===== config.mk =====
export PLATFORM = sky130hd
export DESIGN_NAME = bnn_host_sequencer
export DESIGN_NICKNAME = d
export VERILOG_FILES = /design/src/rtl/bnn_host_sequencer.sv
export SDC_FILE = /design/constraint.sdc
export NUM_CORES = 2
export LEC_CHECK = 0
export BUFFER_PORTS_ARGS = -buffer_cell sky130_fd_sc_hd__buf_2
export CAP_MARGIN = 40
export CORE_MARGIN = 3
export CORE_UTILIZATION = 52
export CTS_CLUSTER_SIZE = 14
export DETAILED_ROUTE_END_ITERATION = 10
export PLACE_DENSITY_LB_ADDON = 0.12
export SLEW_MARGIN = 0
export SYNTH_ARGS = -nofsm -noshare
export SYNTH_HDL_FRONTEND = slang
export SYNTH_SLANG_ARGS = --single-unit

===== constraint.sdc =====
create_clock -name clk -period 4.5 [get_ports clk]
set_clock_uncertainty 0.1 [all_clocks]
set_input_delay 0.225 -clock clk [delete_from_list [all_inputs] [get_ports clk]]
set_output_delay 0.225 -clock clk [all_outputs]
set_load 0.02 [all_outputs]

===== src/rtl/bnn_host_sequencer.sv =====
// Host-side sequencer for the BNN accelerator: encodes parameter writes onto the
// 784-bit image bus, assembles and launches 28x28 frames, and returns the class.
module bnn_host_sequencer #(
   parameter int TIMEOUT_CYCLES = 100000
) (
   input  logic         clk,
   input  logic         rst,
   input  logic         cmd_valid,
   output logic         cmd_ready,
   input  logic [2:0]   cmd_type,
   input  logic [27:0]  cmd_data,
   input  logic [4:0]   cmd_a18,
   input  logic [2:0]   cmd_a5,
   input  logic [3:0]   cmd_a10,
   input  logic [5:0]   cmd_a60,
   input  logic [9:0]   cmd_a960,
   output logic [783:0] acc_image,
   output logic [1:0]   kernel_layer,
   output logic [1:0]   offset_layer,
   output logic         image_in_valid,
   input  logic [3:0]   class_out,
   input  logic         class_out_valid,
   output logic         class_out_ready,
   output logic         res_valid,
   input  logic         res_ready,
   output logic [3:0]   res_class,
   output logic         err_addr,
   output logic         err_timeout
);

   localparam int TW = $clog2(TIMEOUT_CYCLES + 1);
   localparam logic [TW-1:0] TMO_LAST = TW'(TIMEOUT_CYCLES - 1);

   localparam logic [2:0] CMD_K1      = 3'd1;
   localparam logic [2:0] CMD_K2      = 3'd2;
   localparam logic [2:0] CMD_FCB     = 3'd3;
   localparam logic [2:0] CMD_OFF1    = 3'd4;
   localparam logic [2:0] CMD_OFF2    = 3'd5;
   localparam logic [2:0] CMD_FCM     = 3'd6;
   localparam logic [2:0] CMD_IMG_ROW = 3'd7;

   typedef enum logic [1:0] {
      ST_IDLE   = 2'd0,
      ST_LAUNCH = 2'd1,
      ST_WAIT   = 2'd2,
      ST_RESULT = 2'd3
   } state_t;

   state_t          state_r, state_nxt_s;
   logic [783:0]    frame_r, frame_nxt_s;
   logic [4:0]      row_r, row_nxt_s;
   logic [9:0]      row_idx_s;
   logic [TW-1:0]   tmo_r, tmo_nxt_s;
   logic [783:0]    img_r, img_nxt_s, enc_s;
   logic [1:0]      kl_r, kl_nxt_s, kl_s;
   logic [1:0]      ol_r, ol_nxt_s, ol_s;
   logic            iiv_r, iiv_nxt_s;
   logic            res_valid_r, res_valid_nxt_s;
   logic [3:0]      res_class_r, res_class_nxt_s;
   logic            err_addr_r, err_addr_nxt_s;
   logic            err_tmo_r, err_tmo_nxt_s;
   logic            addr_ok_s;

   assign row_idx_s       = {5'd0, row_r} * 10'd28;
   assign cmd_ready       = (state_r == ST_IDLE);
   assign class_out_ready = (state_r == ST_WAIT);
   assign acc_image       = img_r;
   assign kernel_layer    = kl_r;
   assign offset_layer    = ol_r;
   assign image_in_valid  = iiv_r;
   assign res_valid       = res_valid_r;
   assign res_class       = res_class_r;
   assign err_addr        = err_addr_r;
   assign err_timeout     = err_tmo_r;

   // Command decode: bus encoding, strobe value and range check of the used address fields
   always_comb begin
      enc_s     = '0;
      kl_s      = 2'd0;
      ol_s      = 2'd0;
      addr_ok_s = 1'b1;
      case (cmd_type)
         CMD_K1: begin
            enc_s[24:0]    = cmd_data[24:0];
            enc_s[116:112] = cmd_a18;
            enc_s[142:140] = cmd_a5;
            kl_s           = 2'd1;
            addr_ok_s      = (cmd_a18 < 5'd18) && (cmd_a5 < 3'd5);
         end
         CMD_K2: begin
            enc_s[24:0]    = cmd_data[24:0];
            enc_s[201:196] = cmd_a60;
            enc_s[116:112] = cmd_a18;
            kl_s           = 2'd2;
            addr_ok_s      = (cmd_a60 < 6'd60) && (cmd_a18 < 5'd18);
         end
         CMD_FCB: begin
            enc_s[84]      = cmd_data[0];
            enc_s[171:168] = cmd_a10;
            enc_s[233:224] = cmd_a960;
            kl_s           = 2'd3;
            addr_ok_s      = (cmd_a10 < 4'd10) && (cmd_a960 < 10'd960);
         end
         CMD_OFF1: begin
            enc_s[90:84]   = cmd_data[6:0];
            enc_s[116:112] = cmd_a18;
            ol_s           = 2'd1;
            addr_ok_s      = (cmd_a18 < 5'd18);
         end
         CMD_OFF2: begin
            enc_s[92:84]   = cmd_data[8:0];
            enc_s[201:196] = cmd_a60;
            ol_s           = 2'd2;
            addr_ok_s      = (cmd_a60 < 6'd60);
         end
         CMD_FCM: begin
            enc_s[91:84]   = cmd_data[7:0];
            enc_s[171:168] = cmd_a10;
            ol_s           = 2'd3;
            addr_ok_s      = (cmd_a10 < 4'd10);
         end
         default: begin
            enc_s     = '0;
            kl_s      = 2'd0;
            ol_s      = 2'd0;
            addr_ok_s = 1'b1;
         end
      endcase
   end

   // Next-state and next-output logic; bus and strobes default to idle every cycle
   always_comb begin
      state_nxt_s     = state_r;
      frame_nxt_s     = frame_r;
      row_nxt_s       = row_r;
      tmo_nxt_s       = tmo_r;
      img_nxt_s       = '0;
      kl_nxt_s        = 2'd0;
      ol_nxt_s        = 2'd0;
      iiv_nxt_s       = 1'b0;
      res_valid_nxt_s = res_valid_r;
      res_class_nxt_s = res_class_r;
      err_addr_nxt_s  = err_addr_r;
      err_tmo_nxt_s   = err_tmo_r;
      case (state_r)
         ST_IDLE: begin
            if (cmd_valid && (cmd_type == CMD_IMG_ROW)) begin
               frame_nxt_s[row_idx_s +: 28] = cmd_data;
               if (row_r == 5'd27) begin
                  row_nxt_s   = 5'd0;
                  img_nxt_s   = frame_nxt_s;
                  iiv_nxt_s   = 1'b1;
                  state_nxt_s = ST_LAUNCH;
               end else begin
                  row_nxt_s = row_r + 5'd1;
               end
            end else if (cmd_valid && !addr_ok_s) begin
               err_addr_nxt_s = 1'b1;
            end else if (cmd_valid) begin
               img_nxt_s = enc_s;
               kl_nxt_s  = kl_s;
               ol_nxt_s  = ol_s;
            end else begin
               state_nxt_s = ST_IDLE;
            end
         end
         ST_LAUNCH: begin
            tmo_nxt_s   = '0;
            state_nxt_s = ST_WAIT;
         end
         ST_WAIT: begin
            // A class arriving in the last allowed cycle still wins over the timeout
            if (class_out_valid) begin
               res_class_nxt_s = class_out;
               res_valid_nxt_s = 1'b1;
               state_nxt_s     = ST_RESULT;
            end else if (tmo_r == TMO_LAST) begin
               err_tmo_nxt_s = 1'b1;
               state_nxt_s   = ST_IDLE;
            end else begin
               tmo_nxt_s = tmo_r + TW'(1);
            end
         end
         ST_RESULT: begin
            if (res_ready) begin
               res_valid_nxt_s = 1'b0;
               state_nxt_s     = ST_IDLE;
            end else begin
               res_valid_nxt_s = 1'b1;
            end
         end
         default: begin
            state_nxt_s = ST_IDLE;
         end
      endcase
   end

   // State and output registers with synchronous reset
   always_ff @(posedge clk) begin
      if (rst) begin
         state_r     <= ST_IDLE;
         frame_r     <= '0;
         row_r       <= 5'd0;
         tmo_r       <= '0;
         img_r       <= '0;
         kl_r        <= 2'd0;
         ol_r        <= 2'd0;
         iiv_r       <= 1'b0;
         res_valid_r <= 1'b0;
         res_class_r <= 4'd0;
         err_addr_r  <= 1'b0;
         err_tmo_r   <= 1'b0;
      end else begin
         state_r     <= state_nxt_s;
         frame_r     <= frame_nxt_s;
         row_r       <= row_nxt_s;
         tmo_r       <= tmo_nxt_s;
         img_r       <= img_nxt_s;
         kl_r        <= kl_nxt_s;
         ol_r        <= ol_nxt_s;
         iiv_r       <= iiv_nxt_s;
         res_valid_r <= res_valid_nxt_s;
         res_class_r <= res_class_nxt_s;
         err_addr_r  <= err_addr_nxt_s;
         err_tmo_r   <= err_tmo_nxt_s;
      end
   end

endmodule


### After elaboration in Yosys (flattened, before gate mapping)

Cells that the tools add are included.

| storage, ports and cells | value |
|---|---|
| bits in registers | 1604 |
| logic and storage cells | 107 |
| output and inout bits | 798 |
| input bits | 68 |

| operators by class | value |
|---|---|
| reduce and logical (&&, ||, !) cells | 26 |
| magnitude comparators | 5 |
| add/subtract/negate cells | 3 |
| shifts and indexed selects | 2 |
| bitwise operators | 4 |
| equal/unequal tests | 20 |
| multipliers | 1 |
| multiplexer cells | 34 |

Operators with widths:

| kind | number |
|---|---|
| 784-bit 2-to-1 mux | 2 |
| 784-bit bitwise mux | 1 |
| 28-bit by 12-bit variable shift with 784-bit output, first input constant | 1 |
| 28-bit by 12-bit variable part select with 784-bit output | 1 |
| 234-bit 2-to-1 mux | 2 |
| 17-bit 2-to-1 mux | 2 |
| 17-bit case mux with 2 select lines | 1 |
| 25-bit 2-to-1 mux | 1 |
| 17-bit by 1-bit adder with 17-bit output, second input constant | 1 |
| 17-bit == test, second input constant | 1 |
| 2-bit 2-to-1 mux | 7 |
| 3-bit == test, second input constant | 4 |
| 6-bit 2-to-1 mux | 2 |
| 10-bit negation with 12-bit output | 1 |
| 2-bit case mux with 3 select lines | 2 |
| 10-bit < comparator, second input constant | 1 |
| 10-bit 2-to-1 mux | 1 |
| 5-bit 2-to-1 mux | 2 |
| 2-bit OR reduction | 5 |
| 3-bit by 2-bit inequality test with 1-bit output, second input constant | 3 |
| 3-bit AND reduction | 3 |
| 3-bit OR reduction | 3 |
| 5-bit by 3-bit multiplier with 8-bit output, second input constant | 1 |
| 2-bit inequality test, second input constant | 4 |
| other kinds (26) | 43 |

### Depth between registers and ports, before layout

| depth | value |
|---|---|
| depth after elaboration | 8 |
| mapped depth | 17 |
| mapped depth without buffers | 12 |

### Least setup slack after synthesis

Ideal clock, no wire load.

| timing | value |
|---|---|
| path type | reg-to-reg |
| start point | register row_r[2] |
| end point | register frame_r[400] |
| arrival time | 4.130 ns |
| data required time | 4.272 ns |
| clock period less this slack | 4.357 ns |
| slack | 0.143 ns |
| path buffers | 4 |
| setup time | 0.128 ns |
| cell stages (with the launch flop) | 16 |
| cell sequence | dfxtp_1 -> fa_1 -> ha_1 -> fa_1 -> buf_2 -> nor4_2 -> and2_1 -> buf_2 -> buf_6 -> o21ai_1 -> nor2_2 -> o211ai_1 -> buf_4 -> nor3b_2 -> mux2i_1 -> nor2_1 |

| between the ends | value |
|---|---|
| word-level cells in the longest chain between the ends | 4 |
| elaborated cells on any way between the ends | 5 |
| those cells by class | add/sub (1); mul (1); shift (2); mux (1) |

RTL lines:

| item | RTL line | RTL |
|---|---|---|
| start, declared | 51 | `logic [4:0] row_r, row_nxt_s;` |
| start signal, assigned | 216 | `row_r <= row_nxt_s;` |
| 5-bit by 3-bit multiplier with 8-bit output (*) | 64 | `assign row_idx_s = {5'd0, row_r} * 10'd28;` |
| 10-bit negation with 12-bit output (*) | 148 | `frame_nxt_s[row_idx_s +: 28] = cmd_data;` |
| 28-bit by 12-bit variable part select with 784-bit output or 28-bit by 12-bit variable shift with 784-bit output (tied branches) | 148 |  |
| 784-bit bitwise mux (*) | 148 |  |
| end signal, assigned | 215 | `frame_r <= frame_nxt_s;` |
| end, declared | 50 | `logic [783:0] frame_r, frame_nxt_s;` |

Every way passes the cells marked *; elsewhere a longest branch is shown, timed or not.
A chain may end at the register's enable or synchronous reset.

### Worst setup path in the final report

| timing | value |
|---|---|
| start point | register row_r[2] |
| end point | register img_r[393] (netlist: acc_image[393]) |

| between the ends | value |
|---|---|
| word-level cells in the longest chain between the ends | 6 |
| elaborated cells on any way between the ends | 8 |
| those cells by class | add/sub (1); mul (1); eq/ne (1); shift (2); mux (3) |

RTL lines:

| item | RTL line | RTL |
|---|---|---|
| 5-bit by 3-bit multiplier with 8-bit output | 64 |  |
| 10-bit negation with 12-bit output | 148 |  |
| 28-bit by 12-bit variable part select with 784-bit output or 28-bit by 12-bit variable shift with 784-bit output (tied branches) | 148 |  |
| 784-bit bitwise mux | 148 |  |
| 784-bit 2-to-1 mux (*) | 149 | `if (row_r == 5'd27) begin` |
| 784-bit 2-to-1 mux (*) | 147 | `if (cmd_valid && (cmd_type == CMD_IMG_ROW)) begin` |
| end signal, assigned | 218 | `img_r <= img_nxt_s;` |
| end, declared | 54 | `logic [783:0] img_r, img_nxt_s, enc_s;` |

Marked as above.

==> impl_metrics.env <==
export IMPL_grt_overflow_total=0
export IMPL_synth_top_cell_area_share_pct=51.1
export IMPL_fp_dieArea_um2=125000
export IMPL_crit_chain="buf_4, fa_1, ha_1, a211oi_1, or2_1, buf_4, nand3_1, buf_4, o21ai_2, o21ai_0, buf_4, a21oi_1, buf_4, mux2i_1, nor2_1"
export IMPL_ys_ff_latch=1604
export IMPL_maxCapViolCount=0
export IMPL_root_buffer="clkbuf_16"
export IMPL_worstPathArrival_ps=5030
export IMPL_fmax_ghz=0.225
export IMPL_route_detailed_drc=0
export IMPL_path_clk_slew_ps=70
export IMPL_synthTopCellsByArea="dfxtp_1, a211oi_1, nor2_1, a21oi_1, mux2i_1"
export IMPL_min_path_cells=4
export IMPL_yosysTopAreaCell="dfxtp_1"
export IMPL_hold_path_class="primary input to register"
export IMPL_fp_row_count=126
export IMPL_cts_buffers=158
export IMPL_io_pins=866
export IMPL_place_congestion=1.04
export IMPL_tightest_slew_ps=1080
export IMPL_rrSetupSlack_ps=50
export IMPL_fillers=9492
export IMPL_startpoint_type="register"
export IMPL_cp_max_fo=8
export IMPL_final_cells=10400
export IMPL_layout_drive_gt1_share_pct=26.3
export IMPL_fin_crit_sh_pct=98.9
export IMPL_rsz0062_at_grt="true"
export IMPL_first_iter_violations=7142
export IMPL_peakVddDrop_uv=420
export IMPL_crit_family="compound AO/OA/AOI/OAI gates"
export IMPL_fin_ws_ps=49.6
export IMPL_hold_start="cmd_a960[0]"
export IMPL_synth_async_reset_ratio_pct=0
export IMPL_rr_worst_depth=15
export IMPL_post_dp_hpwl_um=188000
export IMPL_final_util_pct=69.0
export IMPL_grt_pass1_wl_um=380000
export IMPL_worstPathRequired_ps=5080
export IMPL_yosysSeqAreaShare_pct=51.1
export IMPL_nNetsFinal=8768
export IMPL_synth_main_ff_cell="dfxtp_1"
export IMPL_syn_num_nets=7301
export IMPL_syn_inst=7215
export IMPL_core_area_um2=119000
export IMPL_track_usage_pct=40.1
export IMPL_die_x_um=353
export IMPL_r2r_start="row_r[2]"
export IMPL_vias=62600
export IMPL_setup_tns_ps=0
export IMPL_numPortBuffers=865
export IMPL_min_to="acc_image[224]"
export IMPL_hold_viol=0
export IMPL_htree_levels=4
export IMPL_start_util_pct=52.8
export IMPL_crit_path_top_delay_cell="fa_1"
export IMPL_avgRoutedWirePerCell_um=25.1
export IMPL_critPathLaunch="row_r[2]"
export IMPL_synthToLayoutAreaGrowth_pct=30.6
export IMPL_drtPass1Iterations=6
export IMPL_slew_headroom_pct=28.1
export IMPL_max_stage_delay_ps=480
export IMPL_critPathCaptureType="register"
export IMPL_crit_buf_inv=5
export IMPL_setup_viol=0
export IMPL_r2r_end="acc_image[393]"
export IMPL_grt_max_degree=223
export IMPL_status="complete, no violations"
export IMPL_crit_top_cell="buf_4"
export IMPL_p_leak_nw=31.0
export IMPL_dieHeight_um=353
export IMPL_cts_buffer_depth=3
export IMPL_slew_viol_final=0
export IMPL_post_synth_top_count_cell="dfxtp_1"
export IMPL_p_total_mw=30.6
export IMPL_min_period_ps=4450
export IMPL_regArea_um2=32100
export IMPL_grt_pass1_vias=58000
export IMPL_yosys_warnings=0
export IMPL_cts_tree="built"
export IMPL_antenna_found_initial=11
export IMPL_via_per_inst=6.00
export IMPL_multi_input_area_um2=29200
export IMPL_dp_cells=10000
export IMPL_syn_area_um2=62800
export IMPL_place_ws_ps=-139
export IMPL_synth_edf_count=0
export IMPL_insertion_delay_ps=810
export IMPL_crit_type="register to register"
export IMPL_synth_cell_types=106
export IMPL_clkSinkCount=1604
export IMPL_ant_nets=0
export IMPL_finalWirelength_um=262000
export IMPL_synth_common_cells="dfxtp_1, nor2_1, a211oi_1"
export IMPL_power_density_nw_per_um2=374
export IMPL_syn_mean_instance_area_um2=8.70
## cell usage in the layout, fill, tap and decap left out, types with 140 or more instances in the layout
cell type and n:
dfxtp_1 1603, nor2_1 1403, buf_2 870, buf_4 761
a211oi_1 744, nand2_1 665, a21oi_1 563, o21ai_0 306
mux2i_1 252, nand3_1 195, clkbuf_16 164, nor3_1 140
## how the worst max path moves through the flow
stage	end	cells past startpoint
after floorplan	frame_r[400]	15
final	acc_image[393]	15
after detailed placement	acc_image[533]	13
after global placement	acc_image[74]	13
after global routing	acc_image[619]	13
after CTS	frame_r[501]	14
## flip-flops by register name (all words and copies together) (netlist names)
name	flops
err_timeout	1
frame_r	784
tmo_r	17
res_valid	1
kernel_layer	2
err_addr	1
state_r	2
row_r	5
offset_layer	2
acc_image	784
image_in_valid	1
res_class	4
## power breakdown
part / switching (mW) / leakage (nW) / total, mW / internal [mW]
Clock: 5.80 / 2.76 / 14.1 / 8.30
Sequential: 0.00956 / 12.9 / 14.2 / 14.2
Combinational: 1.56 / 15.3 / 2.31 / 0.745
Total: 7.38 / 31.0 / 30.6 / 23.3
## cell families after synthesis
| family | share of synthesized area, % |
|---|---|
| AO/OA/AOI/OAI | 21.7 |
| XOR/XNOR | 0.321 |
| adder cells (fa/ha/maj) | 0.419 |
| flip-flops | 51.1 |
| buffers and inverters | 3.60 |
| multiplexers | 4.55 |
| AND/OR/NAND/NOR | 18.3 |
## per-stage QoR
stage / hold slack [ps] / cell area [µm²]
2_1_floorplan: 234 / 62800
6_report: 57.1 / 82000
4_1_cts: 1.49 / 81400
5_1_grt: 70.2 / 82000
3_5_place_dp: 341 / 74800
3_3_place_gp: 329 / 74700
## repair_timing
action,in CTS,in global routing
endpoints found under the setup margin,66,907
resized for setup,17,101
hold endpoints to repair,153,0
setup buffers,3,17
hold buffers,86,0
pin swaps,2,14
cloned,0,2
## layout make-up
class,count,area share (%)
multi-input combinational,5061,35.6
timing repair buffer,1821,15.7
tap,1600,2.44
antenna,8,0.0244
clock buffer,225,5.74
clock inverter,64,1.10
sequential,1604,39.2
inverter,36,0.166
## routing by layer
metal	global-route usage [%]	vias to the layer above	share of wire (%)
met3	9.50	733	10
met1	51.6	29700	39
met5	0	-	0.0042
met2	62.5	3543	45
li1	-	28500	-
met4	21.3	2	5.9
## worst min-delay path: cells and delay by family
family / cells / cell delay (ps)
buffers and inverters: 2 / 620
AO/OA/AOI/OAI: 1 / 60
AND/OR/NAND/NOR: 1 / 40
(Power assumes the default switching activity.)
